$ cat src/rtl/ft245_sched.sv
// ft245_sched
// Shares the FT245IO byte FIFO interface between four client channels.
// TX: one byte per grant, round-robin across the four requesters.
// RX: incoming bytes are parsed as {chan[1:0], len[5:0]} headers followed by
//     len payload bytes. Each payload byte is strobed to the addressed channel.
// Reads and writes alternate when both are possible.
//
// Ports
//   Clock           system clock, rising edge
//   Reset           synchronous, active-low
//   IoReadOK        FT245 RX FIFO has data
//   IoWriteOK       FT245 TX FIFO has space
//   IoReadReq       one-cycle read request pulse to FT245IO
//   IoWriteReq      one-cycle write request pulse to FT245IO
//   IoDataToSend    byte for FT245IO to write; held until the next write grant
//   IoReceivedData  byte last read by FT245IO
//   TxReq[3:0]      per-channel byte pending
//   TxData[31:0]    channel i byte on [8i+7:8i]
//   TxAck[3:0]      one-hot, one-cycle: channel byte taken
//   RxData[7:0]     routed payload byte
//   RxValid[3:0]    one-hot, one-cycle strobe qualifying RxData
//   FrameError      one-cycle pulse on a zero-length header
//   Busy            high while a request is settling
module ft245_sched #(
    parameter int unsigned SETTLE = 3
) (
    input  logic        Clock,
    input  logic        Reset,
    input  logic        IoReadOK,
    input  logic        IoWriteOK,
    output logic        IoReadReq,
    output logic        IoWriteReq,
    output logic [7:0]  IoDataToSend,
    input  logic [7:0]  IoReceivedData,
    input  logic [3:0]  TxReq,
    input  logic [31:0] TxData,
    output logic [3:0]  TxAck,
    output logic [7:0]  RxData,
    output logic [3:0]  RxValid,
    output logic        FrameError,
    output logic        Busy
);

    typedef enum logic [1:0] {ST_IDLE, ST_WAIT_RD, ST_WAIT_WR} state_t;
    typedef enum logic {PS_HDR, PS_PAYLOAD} pstate_t;

    state_t     r_state, w_state_nxt;
    logic [3:0] r_cnt, w_cnt_nxt;
    logic [1:0] r_rr_ptr;
    logic       r_last_rd;
    logic       r_rd_req, r_wr_req, r_busy, r_ferr;
    logic [7:0] r_tx_byte, r_rx_data;
    logic [3:0] r_tx_ack, r_rx_valid;

    pstate_t    r_ps, w_ps_nxt;
    logic [5:0] r_remain, w_remain_nxt;
    logic [1:0] r_chan, w_chan_nxt;
    logic [7:0] w_rx_data_nxt;
    logic [3:0] w_rx_valid_nxt;
    logic       w_ferr_nxt;

    logic       w_decide, w_rd_elig, w_wr_elig, w_grant_rd, w_grant_wr, w_sample;
    logic [1:0] w_ch, w_idx;
    logic       w_found;

    // The last settle cycle doubles as the IDLE decision slot, so a request
    // granted there pulses SETTLE+1 cycles after the previous one.
    assign w_decide   = (r_state == ST_IDLE) || (r_cnt == 4'(SETTLE));
    assign w_rd_elig  = IoReadOK;
    assign w_wr_elig  = IoWriteOK && (TxReq != 4'b0000);
    assign w_grant_rd = w_decide && w_rd_elig && (!w_wr_elig || !r_last_rd);
    assign w_grant_wr = w_decide && w_wr_elig && !w_grant_rd;
    assign w_sample   = (r_state == ST_WAIT_RD) && (r_cnt == 4'(SETTLE));

    // First requesting channel after the last one served, wrapping.
    always_comb begin
        w_ch    = r_rr_ptr;
        w_found = 1'b0;
        w_idx   = '0;
        for (int unsigned k = 1; k <= 4; k++) begin
            w_idx = r_rr_ptr + k[1:0];
            if (!w_found && TxReq[w_idx]) begin
                w_ch    = w_idx;
                w_found = 1'b1;
            end
        end
    end

    always_comb begin
        w_state_nxt = r_state;
        w_cnt_nxt   = r_cnt;
        if (w_grant_rd) begin
            w_state_nxt = ST_WAIT_RD;
            w_cnt_nxt   = '0;
        end else if (w_grant_wr) begin
            w_state_nxt = ST_WAIT_WR;
            w_cnt_nxt   = '0;
        end else if (w_decide) begin
            w_state_nxt = ST_IDLE;
        end else begin
            w_cnt_nxt = r_cnt + 4'd1;
        end
    end

    always_comb begin
        w_ps_nxt       = r_ps;
        w_remain_nxt   = r_remain;
        w_chan_nxt     = r_chan;
        w_rx_data_nxt  = r_rx_data;
        w_rx_valid_nxt = '0;
        w_ferr_nxt     = 1'b0;
        if (w_sample) begin
            if (r_ps == PS_HDR) begin
                if (IoReceivedData[5:0] == 6'd0) begin
                    w_ferr_nxt = 1'b1;
                end else begin
                    w_chan_nxt   = IoReceivedData[7:6];
                    w_remain_nxt = IoReceivedData[5:0];
                    w_ps_nxt     = PS_PAYLOAD;
                end
            end else begin
                w_rx_data_nxt  = IoReceivedData;
                w_rx_valid_nxt = 4'b0001 << r_chan;
                w_remain_nxt   = r_remain - 6'd1;
                if (r_remain == 6'd1) w_ps_nxt = PS_HDR;
            end
        end
    end

    always_ff @(posedge Clock) begin
        if (!Reset) begin
            r_state    <= ST_IDLE;
            r_cnt      <= '0;
            r_rr_ptr   <= 2'd3;
            r_last_rd  <= 1'b0;
            r_rd_req   <= 1'b0;
            r_wr_req   <= 1'b0;
            r_tx_byte  <= '0;
            r_tx_ack   <= '0;
            r_busy     <= 1'b0;
            r_ps       <= PS_HDR;
            r_remain   <= '0;
            r_chan     <= '0;
            r_rx_data  <= '0;
            r_rx_valid <= '0;
            r_ferr     <= 1'b0;
        end else begin
            r_state    <= w_state_nxt;
            r_cnt      <= w_cnt_nxt;
            r_rd_req   <= w_grant_rd;
            r_wr_req   <= w_grant_wr;
            r_tx_ack   <= w_grant_wr ? (4'b0001 << w_ch) : 4'b0000;
            r_busy     <= (w_state_nxt != ST_IDLE);
            if (w_grant_wr) begin
                r_tx_byte <= TxData[{w_ch, 3'b000} +: 8];
                r_rr_ptr  <= w_ch;
            end
            if (w_grant_rd || w_grant_wr) r_last_rd <= w_grant_rd;
            r_ps       <= w_ps_nxt;
            r_remain   <= w_remain_nxt;
            r_chan     <= w_chan_nxt;
            r_rx_data  <= w_rx_data_nxt;
            r_rx_valid <= w_rx_valid_nxt;
            r_ferr     <= w_ferr_nxt;
        end
    end

    assign IoReadReq    = r_rd_req;
    assign IoWriteReq   = r_wr_req;
    assign IoDataToSend = r_tx_byte;
    assign TxAck        = r_tx_ack;
    assign Busy         = r_busy;
    assign RxData       = r_rx_data;
    assign RxValid      = r_rx_valid;
    assign FrameError   = r_ferr;

endmodule

$ cat config.mk
export PLATFORM = sky130hd
export DESIGN_NAME = ft245_sched
export DESIGN_NICKNAME = d
export VERILOG_FILES = /design/src/rtl/ft245_sched.sv
export SDC_FILE = /design/constraint.sdc
export NUM_CORES = 1
export LEC_CHECK = 0
export CAP_MARGIN = 20
export CORE_ASPECT_RATIO = 0.8
export CORE_MARGIN = 2
export CORE_UTILIZATION = 35
export CTS_BUF_LIST = sky130_fd_sc_hd__clkbuf_4
export DETAILED_ROUTE_END_ITERATION = 8
export PLACE_DENSITY = 0.75
export SLEW_MARGIN = 30
export SYNTH_ARGS = -nofsm -noshare
export SYNTH_HDL_FRONTEND = slang
export SYNTH_SLANG_ARGS = --single-unit
export TNS_END_PERCENT = 50
$ cat constraint.sdc
create_clock -name Clock -period 4.64 [get_ports Clock]
set_input_delay 0.464 -clock Clock [delete_from_list [all_inputs] [get_ports Clock]]
set_output_delay 0.464 -clock Clock [all_outputs]
set_load 0.03 [all_outputs]
==> results of run 1 <==
registers in the layout (all words and copies together), names as in the netlist, 4 cells and up:
name and cells:
IoDataToSend 8, RxData 8, r_remain 6, RxValid 4
TxAck 4, r_cnt 4
worst reg2reg max path, cell delays in order, from the launching register on:
cell and delay (ns):
sky130_fd_sc_hd__dfxtp_1 0.40, sky130_fd_sc_hd__ha_1 0.20, sky130_fd_sc_hd__nor3b_1 0.31, sky130_fd_sc_hd__o221ai_1 0.26
sky130_fd_sc_hd__nor3_1 0.71, sky130_fd_sc_hd__o21ai_0 0.23, sky130_fd_sc_hd__o211ai_1 0.15
cells in the final DEF (no fill, tap or decap), types with 4 or more instances in the layout:
master,Yosys,final
sky130_fd_sc_hd__nor2b_1,4,4
sky130_fd_sc_hd__and2_1,5,5
sky130_fd_sc_hd__o21ai_0,13,13
sky130_fd_sc_hd__nor3_1,12,12
sky130_fd_sc_hd__dfxtp_1,46,46
sky130_fd_sc_hd__mux2i_1,15,15
sky130_fd_sc_hd__clkdlybuf4s50_1,0,75
sky130_fd_sc_hd__nor2_1,25,25
sky130_fd_sc_hd__nand2_1,32,32
sky130_fd_sc_hd__a31oi_1,8,8
sky130_fd_sc_hd__clkbuf_4,0,6
sky130_fd_sc_hd__o21a_1,4,4
sky130_fd_sc_hd__nand3b_1,4,4
sky130_fd_sc_hd__nand3_1,6,6
sky130_fd_sc_hd__a21oi_1,15,15
sky130_fd_sc_hd__o211ai_1,7,7
sky130_fd_sc_hd__inv_1,18,18
cell type report:
class | instances | share of cell area [%]
Clock buffer | 6 | 1.48
Clock inverter | 2 | 0.287
Sequential cell | 46 | 30.2
Inverter | 18 | 2.22
Multi-Input combinational cell | 191 | 37.8
Timing Repair Buffer | 75 | 24.6
Tap cell | 81 | 3.33
power by group through the flow:
stage	combinational (W)	sequential (W)	clock [W]
CTS	0.000180	0.000423	0.000194
floorplan	0.0000869	0.000448	0
global placement	0.000178	0.000431	0
global route	0.000197	0.000426	0.000214
finish	0.000180	0.000423	0.000191
detailed placement	0.000180	0.000431	0
worst min path at each step:
stage	to	cells past startpoint	slack [ns]
floorplan	RxValid[2]	1	0.45
global placement	RxData[6]	2	0.45
detailed placement	RxData[7]	2	0.46
CTS	RxData[7]	2	0.48
global route	RxData[6]	2	0.50
finish	RxData[7]	2	0.48
metal layers:
layer  GRT usage [%]  vias up  wire, um
met2            26.7       75      2580
met5               0        -         0
met1            22.4      970      2740
met4            6.54        0       106
li1                -     1073         -
met3            3.30       10       326
logic make-up after synthesis:
kind of cell               count (synthesis)  synth area share, %
xor gates and xnor gates                   4                 1.58
AOI/OAI and AO/OA                         63                 18.5
and+or+nand+nor                          106                 23.6
muxes                                     15                 6.78
DFF                                       46                 41.6
adders and majority gates                  3                 1.70
buffers and inverters                     29                 6.33
through the flow:
step / utilization (%) / area (um2)
after detailed placement: 49.9 / 2990
after CTS: 50.7 / 3050
final: 50.7 / 3050
after floorplan: - / 2210
after global placement: 49.9 / 2990
after global routing: 50.7 / 3050
==> metrics.json, run 1 <==
{
  "outcome": "finished, final reports clean",
  "min_clock_period_post_route_ns": 2.34,
  "hold_path_startpoint": "RxData[7]",
  "grt_antenna_before_repair": 0,
  "synth_most_common_cell": "sky130_fd_sc_hd__dfxtp_1",
  "overall_die_area_um2": 6980,
  "cp.required_ns": 4.93,
  "cp.depth": 5,
  "worstHoldPathType": "reg2reg",
  "grt_max_degree": 22,
  "netlist_top_cells_count": "46 x sky130_fd_sc_hd__dfxtp_1, 32 x sky130_fd_sc_hd__nand2_1, 25 x sky130_fd_sc_hd__nor2_1",
  "route.detailed.wl_per_inst_um": 13.7,
  "post_synth_inst_count": 266,
  "timing.rr.end": "IoDataToSend[5]",
  "number_of_failing_hold_endpoints_at_the_final_stage": 0,
  "fin_skew_ns": 0.0125,
  "cts.repair.resized": 0,
  "irDropWorstVdd_v": 0.000107,
  "layout.cells.non_filler": 419,
  "multi_input_comb_area_um2": 1150,
  "final_net_count": 388,
  "dp_hpwl_um": 4350,
  "synth_enable_flop_cells": 0,
  "drt_drc_violations_left": 0,
  "grt_setup_unrepaired": "false",
  "ctsHtreeMaxLevel": 2,
  "areaGrowthSynthToFinish_pct": 37.6,
  "crit_family": "buffers and inverters",
  "vias": 2128,
  "floorplan.initialDensity_pct": 36.9,
  "cts_setup_buffers": 0,
  "gr_ovfl_total": 0,
  "insertedDiodeCount": 0,
  "reg2reg_setup_slack_ns": 2.33,
  "slew_headroom_pct": 42.7,
  "critical_path.n_buffers_inverters": 2,
  "timing.final.setup_violations": 0,
  "finalCritPeriodShare_pct": 50.4,
  "path_max_fanout": 21,
  "drv_cap": 0,
  "dieHeight_um": 75.1,
  "core_region_area_um2": 6010,
  "port-buffer-count": 75,
  "grt_first_pass_wirelength_um": 9340,
  "comb_power_share_pct": 22.7,
  "drive_gt1_share_pct": 3.55,
  "worst_slew_pin_slew_ns": 0.853,
  "yosys_warnings": 0,
  "depth_of_the_worst_register_to_register_path": 6,
  "setup_total_negative_slack_ns": 0,
  "cts.root.buffer_cell": "sky130_fd_sc_hd__clkbuf_4",
  "synth_top_flop_cell": "sky130_fd_sc_hd__dfxtp_1",
  "number_of_register_bits_inferred_by_synthesis": 46,
  "maximum_count_of_clock_buffers_along_a_single_path": 2,
  "critical_path.startpoint": "Reset",
  "cp-endpoint": "IoDataToSend[5]",
  "cts_sinks": 46,
  "sw_frac_of_total_pct": 29.3,
  "cts_hold_bufs": 0,
  "fin_hold_ws_ns": 0.484,
  "gp_routability_congestion": 0.829,
  "postSynthNetCount": 317,
  "first_global_vias": 2003,
  "timing.setup.critical_path_class": "in2reg",
  "synth.top_cell.area_share_pct": 41.6,
  "netlist_area_um2": 2210,
  "synth.distinct_cells": 44,
  "final-seq-area_um2": 921,
  "worstSkewPairLatency_ns": 0.36,
  "p_clk_share_pct": 24.0,
  "p_seq_share_pct": 53.3,
  "placement.setup.worst_slack_ns": 1.90,
  "io-pin-count": 76,
  "post_place_cells": 411,
  "clock.fmax_ghz": 0.428,
  "synth_top_cell_by_area": "sky130_fd_sc_hd__dfxtp_1",
  "cts_made_buffers": 5,
  "drtIter0Drc": 136,
  "avgSynthCellArea_um2": 8.33,
  "worst_setup_hold_path_clk_slew_ns": 0.14,
  "critical_path_start_type": "input pin",
  "critPathArrivalTime_ns": 2.62,
  "detail_route.vias_per_cell": 5.08,
  "synth_async_sr_flop_share_pct": 0,
  "power_leakage_nw": 1.22,
  "width_of_the_die_um": 92.9,
  "number_of_filler_cells_placed_in_the_layout": 597,
  "critPathSlowestCell": "sky130_fd_sc_hd__nor3_1",
  "tritoncts_clock_tree": "yes",
  "grt_use_total_pct": 16.6,
  "setup.worst_path.end_class": "flop",
  "rr_startpoint": "r_cnt[0]",
  "finalWirelength_um": 5740,
  "biggest_cell_delay_along_the_critical_path_ns": 0.80,
  "final_critical_path_setup_slack_ns": 2.30,
  "ant_nets": 0,
  "synth-seq-area-share_pct": 41.6,
  "report.final.slew_viol_count": 0,
  "internal-power_w": 0.000562,
  "netlist_top_cells_area": "sky130_fd_sc_hd__dfxtp_1 42%, sky130_fd_sc_hd__mux2i_1 6.8%, sky130_fd_sc_hd__nand2_1 5.4%, sky130_fd_sc_hd__nor2_1 4.2%, sky130_fd_sc_hd__a21oi_1 3.4%",
  "power_density_over_cell_area_nw_per_um2": 260,
  "p_sw_w": 0.000232,
  "timing.critical_path.cells": "clkdlybuf4s50_1, inv_1, nor3_1, o21ai_0, o211ai_1",
  "floorplan.rows": 25,
  "post-layout-total-power_w": 0.000794,
  "drt_pre_antenna_iters": 4
}
(Power assumes the default switching activity.)
==> inputs of run 2 (changes only) <==
clock period = 2.3 ns   (was 4.64 ns; I/O delays follow)
==> metrics.json, run 2 (synthesis results as in run 1) <==
{
  "irDropWorstVdd_v": 0.000321,
  "critical_path_start_type": "flop",
  "grt_setup_unrepaired": "false",
  "gr-usage-met3_pct": 3.40,
  "gr_ovfl_total": 0,
  "min_clock_period_post_route_ns": 1.99,
  "number_of_filler_cells_placed_in_the_layout": 587,
  "cts_made_buffers": 5,
  "cts_sinks": 46,
  "grt_first_pass_wirelength_um": 9490,
  "grt_antenna_before_repair": 0,
  "overall_die_area_um2": 6980,
  "gp_routability_congestion": 0.877,
  "cts_hold_bufs": 0,
  "core_region_area_um2": 6010,
  "drive_gt1_share_pct": 6.92,
  "detail_route.vias_per_cell": 5.04,
  "drv_cap": 0,
  "cp.required_ns": 2.55,
  "timing.setup.critical_path_class": "reg2reg",
  "critical_path.n_buffers_inverters": 1,
  "path_max_fanout": 5,
  "drt_drc_violations_left": 0,
  "crit_family": "simple AND/OR/NAND/NOR gates",
  "maximum_count_of_clock_buffers_along_a_single_path": 2,
  "grt-busiest-layer": "met2",
  "commonest_non_fill_non_tap_cell_in_the_layout": "sky130_fd_sc_hd__clkdlybuf4s50_1",
  "placement.setup.worst_slack_ns": -0.0602,
  "dieHeight_um": 75.1,
  "worst_slew_pin_slew_ns": 0.495,
  "floorplan.rows": 25,
  "drt_pre_antenna_iters": 5,
  "fin_skew_ns": 0.0211,
  "floorplan.initialDensity_pct": 36.9,
  "grt_max_degree": 20,
  "globalRouteMet1Util_pct": 22.4,
  "timing.critical_path.cells": "ha_1, or3b_1, buf_4, nor3_1, nand2_1, nand2_1, a21oi_1",
  "clock.fmax_ghz": 0.502,
  "critPathSlowestCell": "sky130_fd_sc_hd__or3b_1",
  "tritoncts_clock_tree": "yes",
  "power_density_over_cell_area_nw_per_um2": 509,
  "post-layout-total-power_w": 0.00159,
  "layout.cells.non_filler": 428,
  "insertedDiodeCount": 0,
  "route.detailed.wl_per_inst_um": 13.5,
  "setup.worst_path.end_class": "flop",
  "final_net_count": 398,
  "outcome": "finished, final reports clean",
  "crit_top_cell": "sky130_fd_sc_hd__nand2_1",
  "drtIter0Drc": 110,
  "slew_headroom_pct": 66.8,
  "width_of_the_die_um": 92.9,
  "worstHoldPathType": "reg2reg",
  "dp_hpwl_um": 4420,
  "finalWirelength_um": 5800,
  "number_of_failing_hold_endpoints_at_the_final_stage": 0,
  "grt_use_total_pct": 17.1,
  "port-buffer-count": 75,
  "worstSkewPairLatency_ns": 0.36,
  "first_global_vias": 2069,
  "biggest_cell_delay_along_the_critical_path_ns": 0.41,
  "ctsHtreeMaxLevel": 2,
  "critPathArrivalTime_ns": 2.24,
  "cts.root.buffer_cell": "sky130_fd_sc_hd__clkbuf_4",
  "report.final.slew_viol_count": 0,
  "io-pin-count": 76,
  "global_route.usage.met2_pct": 28.3,
  "layout_common_cells": "75 x sky130_fd_sc_hd__clkdlybuf4s50_1, 46 x sky130_fd_sc_hd__dfxtp_1, 32 x sky130_fd_sc_hd__nand2_1",
  "finalCritPeriodShare_pct": 86.7,
  "final_core_utilization_pct": 52.0,
  "final_critical_path_setup_slack_ns": 0.307,
  "vias": 2158,
  "worst_setup_hold_path_clk_slew_ns": 0.13,
  "ant_nets": 0,
  "areaGrowthSynthToFinish_pct": 41.1,
  "power_leakage_nw": 1.26,
  "post_place_cells": 421,
  "timing.final.setup_violations": 0
}
[run 2: path summary, 6_finish.rpt]
kind	startpoint	to	slack [ns]	cells after the start
setup / recovery	r_cnt[0]	r_chan[0]	0.31	7
hold / removal	RxData[7]	RxData[7]	0.47	2
setup reg to reg	r_cnt[0]	r_chan[0]	0.31	7
hold reg to reg	RxData[7]	RxData[7]	0.47	2
[run 2: cell type report]
class                      instances  area [um2]  share of cell area [%]
inverter                          18        67.6                    2.16
clock buffer                       5        37.5                    1.20
timing repair buffer              85         826                    26.4
clock inverter                     2        10.0                   0.320
sequential                        46         921                    29.5
multi-input combinational        191        1160                    37.2
tap                               81         101                    3.24
[run 2: tightest hold or removal path, stage by stage (launching register included)]
cell and delay (ns):
sky130_fd_sc_hd__dfxtp_1 0.34, sky130_fd_sc_hd__nand2_1 0.05, sky130_fd_sc_hd__a21oi_1 0.05
[run 2: what timing repair did]
action / 4_1_cts / 5_1_grt
buffers inserted: 0 / 0
endpoints found under the setup margin: 0 / 9
gates resized for setup: 0 / 2
[run 2: metrics by stage]
stage          TNS [ns]  area [um2]  hold WS [ns]
2_1_floorplan         0        2210         0.347
3_3_place_gp          0        3070         0.447
3_5_place_dp     -0.289        3070         0.452
4_1_cts               0        3120         0.474
5_1_grt               0        3120         0.488
6_report              0        3120         0.470
[run 2: report_power, final]
part,switching [W],total (W),internal [W]
combinational,0.000189,0.000376,0.000187
clock,0.000252,0.000362,0.000111
sequential,0.0000229,0.000852,0.000829
total,0.000463,0.00159,0.00113
[run 2: metal layers]
metal / routed length, um / vias up / part of all wire [%]
met2: 2690 / 60 / 46
li1: - / 1096 / -
met1: 2740 / 993 / 47
met4: 74 / 0 / 1.3
met3: 294 / 9 / 5.1
met5: 0 / - / 0
==> inputs of run 3 (changes only) <==
CORE_MARGIN = unset   (was 2)
==> metrics.json, run 3 (synthesis results as in run 1) <==
{
  "power_density_over_cell_area_nw_per_um2": 518,
  "fin_skew_ns": 0.0252,
  "maximum_count_of_clock_buffers_along_a_single_path": 2,
  "ctsHtreeMaxLevel": 2,
  "globalRouteMet1Util_pct": 23.9,
  "worst_setup_hold_path_clk_slew_ns": 0.15,
  "path_max_fanout": 8,
  "insertedDiodeCount": 0,
  "gr-usage-met3_pct": 3.44,
  "reg2reg_setup_slack_ns": 0.32,
  "drt_drc_violations_left": 0,
  "clock.fmax_ghz": 0.504,
  "critical_path_start_type": "flop",
  "gp_routability_congestion": 0.906,
  "critical_path.startpoint": "r_cnt[0]",
  "vias": 2165,
  "final_net_count": 397,
  "dp_hpwl_um": 4280,
  "timing.critical_path.cells": "ha_1, nor3b_1, o221ai_1, nor2_1, nand2_1, o211ai_1",
  "drtIter0Drc": 127,
  "worst_slew_pin_slew_ns": 0.612,
  "io-pin-count": 76,
  "grt_first_pass_wirelength_um": 9620,
  "grt_setup_unrepaired": "false",
  "gr_ovfl_total": 0,
  "grt_antenna_before_repair": 0,
  "layout.cells.non_filler": 428,
  "cts_sinks": 46,
  "fin_hold_ws_ns": 0.473,
  "worst_hold_path.num_cells": 2,
  "ant_nets": 0,
  "depth_of_the_worst_register_to_register_path": 6,
  "route.detailed.wl_per_inst_um": 13.3,
  "power_leakage_nw": 1.26,
  "slew_headroom_pct": 59.2,
  "timing.rr.end": "IoDataToSend[7]",
  "floorplan.initialDensity_pct": 36.9,
  "detail_route.vias_per_cell": 5.06,
  "irDropWorstVdd_v": 0.000214,
  "core_region_area_um2": 6010,
  "report.final.slew_viol_count": 0,
  "drv_cap": 0,
  "cts_made_buffers": 5,
  "commonest_non_fill_non_tap_cell_in_the_layout": "sky130_fd_sc_hd__clkdlybuf4s50_1",
  "outcome": "finished, final reports clean",
  "critPathArrivalTime_ns": 2.28,
  "hold_path_startpoint": "RxData[7]",
  "port-buffer-count": 75,
  "overall_die_area_um2": 6650,
  "width_of_the_die_um": 90.9,
  "cts_setup_buffers": 0,
  "grt_use_total_pct": 17.9,
  "finalWirelength_um": 5700,
  "tritoncts_clock_tree": "yes",
  "drt_pre_antenna_iters": 4,
  "worstHoldPathType": "reg2reg",
  "setup.worst_path.end_class": "flop",
  "endpoint_worst_hold": "RxData[7]",
  "number_of_failing_hold_endpoints_at_the_final_stage": 0,
  "biggest_cell_delay_along_the_critical_path_ns": 0.39,
  "final_core_utilization_pct": 52.0,
  "floorplan.rows": 25,
  "grt_max_degree": 21,
  "critical_path.n_buffers_inverters": 0,
  "placement.setup.worst_slack_ns": -0.0772,
  "grt-busiest-layer": "met2",
  "dieHeight_um": 73.1,
  "areaGrowthSynthToFinish_pct": 40.9,
  "min_clock_period_post_route_ns": 1.98,
  "rr_startpoint": "r_cnt[0]",
  "crit_family": "simple AND/OR/NAND/NOR gates",
  "global_route.usage.met2_pct": 28.9,
  "cts.root.buffer_cell": "sky130_fd_sc_hd__clkbuf_4",
  "critPathSlowestCell": "sky130_fd_sc_hd__dfxtp_1",
  "layout_common_cells": "75 x sky130_fd_sc_hd__clkdlybuf4s50_1, 46 x sky130_fd_sc_hd__dfxtp_1, 32 x sky130_fd_sc_hd__nand2_1",
  "timing.setup.critical_path_class": "reg2reg",
  "timing.final.setup_violations": 0,
  "post_place_cells": 420,
  "final_critical_path_setup_slack_ns": 0.318,
  "worstSkewPairLatency_ns": 0.36,
  "first_global_vias": 2112,
  "drive_gt1_share_pct": 6.34,
  "cts_hold_bufs": 0,
  "finalCritPeriodShare_pct": 86.2,
  "cp.required_ns": 2.60,
  "cts.repair.resized": 0
}
==> run 3: cell count changes in the layout (fill, tap and decap cells not counted), sizes merged <==
cell    change
buf         -1
clkbuf      +1
==> run 3: area by class of cell <==
class | count | area, um2
fill | 578 | 2890
timing repair buffer | 84 | 818
inverter | 18 | 67.6
clock buffer | 6 | 45.0
clock inverter | 2 | 8.76
tap | 81 | 101
multi-input combinational | 191 | 1160
sequential | 46 | 921
==> run 3: worst max-delay path by stage <==
stage                                  to  slack [ns]  depth (start not counted)
after floorplan               r_remain[4]        0.49                          7
after global placement    IoDataToSend[1]       -0.03                          6
after detailed placement  IoDataToSend[5]       -0.08                          6
after CTS                 IoDataToSend[5]        0.11                          6
after global routing            r_chan[0]        0.08                          7
final                     IoDataToSend[7]        0.32                          6
==> run 3: worst reg2reg max path: stages, from the launching register on <==
cell                       delay, ns
sky130_fd_sc_hd__dfxtp_1        0.39
sky130_fd_sc_hd__ha_1           0.19
sky130_fd_sc_hd__nor3b_1        0.27
sky130_fd_sc_hd__o221ai_1       0.26
sky130_fd_sc_hd__nor2_1         0.30
sky130_fd_sc_hd__nand2_1        0.28
sky130_fd_sc_hd__o211ai_1       0.25
==> run 3: through the flow <==
step / area, um2 / total power (W) / setup TNS (ns)
5_1_grt: 3120 / 0.00170 / 0
3_5_place_dp: 3060 / 0.00125 / -0.258
2_1_floorplan: 2210 / 0.00108 / 0
6_report: 3120 / 0.00162 / 0
3_3_place_gp: 3060 / 0.00124 / -0.171
4_1_cts: 3120 / 0.00163 / 0
==> run 3: power breakdown <==
group,internal (W),switching [W],leakage [nW],total (W)
Combinational,0.000187,0.000189,0.852,0.000376
Sequential,0.000829,0.0000235,0.373,0.000853
Clock,0.000127,0.000259,0.0331,0.000387
Total,0.00114,0.000472,1.26,0.00162
==> run 3: routing by layer <==
layer / up-vias / wire length, um / part of all wire [%]
met5: - / 0 / 0
met4: 0 / 82 / 1.4
met3: 6 / 223 / 3.9
met2: 45 / 2600 / 46
met1: 1024 / 2790 / 49
li1: 1090 / - / -
==> patch 1 (settings of run 3) <==
Take the reset off `r_rx_data` and load it in a clocked block of its own.
--- a/src/rtl/ft245_sched.sv
+++ b/src/rtl/ft245_sched.sv
@@ -141,7 +141,6 @@
             r_ps       <= PS_HDR;
             r_remain   <= '0;
             r_chan     <= '0;
-            r_rx_data  <= '0;
             r_rx_valid <= '0;
             r_ferr     <= 1'b0;
         end else begin
@@ -159,10 +158,13 @@
             r_ps       <= w_ps_nxt;
             r_remain   <= w_remain_nxt;
             r_chan     <= w_chan_nxt;
-            r_rx_data  <= w_rx_data_nxt;
             r_rx_valid <= w_rx_valid_nxt;
             r_ferr     <= w_ferr_nxt;
         end
+    end
+
+    always_ff @(posedge Clock) begin
+        r_rx_data <= w_rx_data_nxt;
     end
 
     assign IoReadReq    = r_rd_req;
Function: differs if Reset is asserted again (counterexample within 10 cycles, from zero or initial values and one cycle with Reset low); with Reset held inactive, the same outputs for 10 cycles.
==> patch 1 against run 3 <==
- area after synthesis decreased by 9.5%
- power is 11% higher
- final cell count shrank 14%
- count of clock-buffer cells in the layout is 1 lower
- die area down 9.3%
- setup slack worse by 0.10 ns
- final area is 3.9% lower
- routed wire length is 21% lower
- worst hold slack lost 0.024 ns
- sequential cell count did not move
- clock skew is 0.012 ns lower
==> patch 1: results (changes against run 3) <==
stage	metric	value	unit	change
status	status	completed		
critical_path	r2r_slack	0.22	ns	-0.10 ns
power_and_ir_drop	p_clk_frac	0.329		+0.090
sta	tightestPinTransition	0.5512	ns	-0.06058 ns
critical_path	crit_end	r_chan[0]		
global_routing	grt_pass1_vias	1736		-18%
synthesis	synth_top_cells_by_area	dfxtp_1, edfxtp_1, mux2i_1		
finish	clock_area_frac	0.03379		+0.01655
synthesis	synth_nets	255		-20%
finish	inverters	10		-8
finish	final_cells	366		-14%
power_and_ir_drop	seqPwrFrac	0.484		-0.044
power_and_ir_drop	power.leakage	1.146	nW	-8.9%
drt	dr_wl_met2	2.007	mm	-23%
global_routing	grt_pass1_wl	7.824	mm	-19%
drt	dr_wl_met3	279	um	+25%
synthesis	synthAdderAreaFrac	0.01873		+0.001777
sta	clock_skew	0.01311	ns	-0.01210 ns
power_and_ir_drop	internal-power	1.366	mW	+19%
synthesis	synth_compound_area_frac	0.1660		-0.01870
placed_design	placed_area	0.002893	mm2	-5.5%
synthesis	post_synth_xor_area_fraction	0.01748		+0.001659
global_routing	met1_usage	0.2141		-0.02478
critical_path	cp_data_arrival_time	2.33	ns	+0.05 ns
finish	buf_share	0.2770		+0.01478
finish	drive_gt1_frac	0.07292		+0.009516
global_routing	grtUsageMet2	0.2584		-0.03034
placed_design	dp_cells	358		-15%
synthesis	synth_mux_area_frac	0.09488		+0.02708
synthesis	synth-edff-count	8		+8
finish	seq_area	0.001001	mm2	+8.7%
min_path	holdPathStages	1		-1
synthesis	syn_area_per_cell	9.826	um2	+18%
drt	wl_per_cell	12.26	um	-7.9%
[patch 1: through the flow]
stage | setup WS (ns) | utilization | hold WS, ns
after floorplan | 0.2188 | - | 0.3289
after global placement | 0.1368 | 0.5264 | 0.4433
after detailed placement | 0.05280 | 0.5264 | 0.4479
after CTS | 0.09432 | 0.5449 | 0.4452
after global routing | 0.005798 | 0.5458 | 0.4420
final | 0.2179 | 0.5458 | 0.4488
[patch 1: what timing repair did]
| action | 4_1_cts | 5_1_grt |
|---|---|---|
| gates resized for setup | 0 | 2 |
| setup buffers | 0 | 0 |
| endpoints found under the setup margin | 0 | 3 |
[patch 1: critical path: stages (launching register included)]
cell,delay [ns]
dfxtp_1,0.39
ha_1,0.17
or3b_1,0.37
or3b_4,0.49
nor3_4,0.29
mux2i_1,0.22
nor2_1,0.06
[patch 1: kinds of logic after synthesis]
kind of cell	count (synthesis)
fa+ha+maj	3
buf+inv	18
mux	19
flops	46
compound gates	49
simple gates	65
xor+xnor	4
==> patch 2 (flow settings as in run 3) <==
Made on the original files. The 3 states of `state_t` get a one-hot encoding in 3 bits.
--- a/src/rtl/ft245_sched.sv
+++ b/src/rtl/ft245_sched.sv
@@ -41,7 +41,7 @@
     output logic        Busy
 );
 
-    typedef enum logic [1:0] {ST_IDLE, ST_WAIT_RD, ST_WAIT_WR} state_t;
+    typedef enum logic [2:0] {ST_IDLE = 3'b001, ST_WAIT_RD = 3'b010, ST_WAIT_WR = 3'b100} state_t;
     typedef enum logic {PS_HDR, PS_PAYLOAD} pstate_t;
 
     state_t     r_state, w_state_nxt;
Behaviour: same outputs for any inputs over 10 cycles, from zero or initial values and one cycle with Reset low; not proved beyond that.
==> patch 2 against run 3 <==
- sequential cell count grew 1
- power grew 12%
- critical endpoint is now RxValid[0]
- die area fell by 0.38%
- combinational power increased by 38%
- clock power decreased by 3%
- first-iteration DRC count is 8.7% higher
- routed wire length increased by 5.1%
- area after synthesis decreased by 0.40%
- final area down 1.0%
- critical path depth down 1
- final cell count fell by 1.6%
- setup slack improved by 0.014 ns
==> patch 2: results (changes against run 3) <==
stage	metric	value	unit	change
status	status	completed		
finish	nClkBuffers	5		-1
synthesis	seq_area_frac_synth	0.4265		+0.01073
sta	slew_headroom	0.6158		+0.02422
critical_path	critPathMaxFanout	10		+2
finish	final_cells	421		-1.6%
finish	final_nets	391		-1.5%
synthesis	synth_nets	315		-0.63%
placed_design	hpwlAfterDp	4.524	mm	+5.7%
drt	dr_wl_met3	358	um	+61%
finish	multi_input_area_share	0.3736		+0.002292
drt	dr_wl_met2	2.776	mm	+6.9%
drt	dr.pass1.iters	5		+1
placed_design	placed_area	0.003037	mm2	-0.82%
power_and_ir_drop	vdd_drop_max	0.2697	mV	+26%
global_routing	grtUsageMet2	0.2778		-0.01094
synthesis	syn_inst	264		-0.75%
global_routing	grt_use_total	0.1770		-0.001809
global_routing	grtUsageMet3	0.02604		-0.008333
finish	nMultiInputCombCells	194		+1.6%
global_routing	met1_usage	0.2529		+0.01403
synthesis	synth_top_cells_by_area	dfxtp_1, nand3_1, nand2_1		
finish	clock_area_frac	0.01661		-0.0006287
finish	drive_gt1_frac	0.09118		+0.02778
placed_design	dp_cells	414		-1.4%
global_routing	grt_pass1_wl	9.397	mm	-2.3%
finish	sh_seq_area	0.3047		+0.009592
power_and_ir_drop	pwr_density_cell	584.3	mW/mm2	+13%
sta	fin_crit_sh	0.8557		-0.006100
placed_design	place_congestion	0.8776		-3.2%
## patch 2: cell families after synthesis
family | count (synthesis) | synth area share
flops | 47 | 0.4265
simple gates | 114 | 0.2558
compound gates | 71 | 0.2252
xor+xnor | 4 | 0.01588
buf+inv | 23 | 0.05048
fa+ha+maj | 3 | 0.01702
mux | 2 | 0.009076
## patch 2: final timing paths
path | endpoint | cells past startpoint
worst max-delay path | RxValid[0] | 5
worst max register to register | RxValid[0] | 5
worst min-delay path | RxData[7] | 3
worst min register to register | RxData[7] | 2
## patch 2: power by group
part	switching, mW	internal (mW)	total (mW)	leakage [nW]
Clock	0.263	0.114	0.377	0.0310
Sequential	0.0407	0.869	0.909	0.381
Combinational	0.280	0.238	0.518	0.677
Total	0.584	1.22	1.80	1.09
## patch 2: critical path, delay by kind of cell, from the launching register on
kind	cells	cell delay (ns)
flops	1	0.40
fa+ha+maj	1	0.20
simple gates	4	1.25
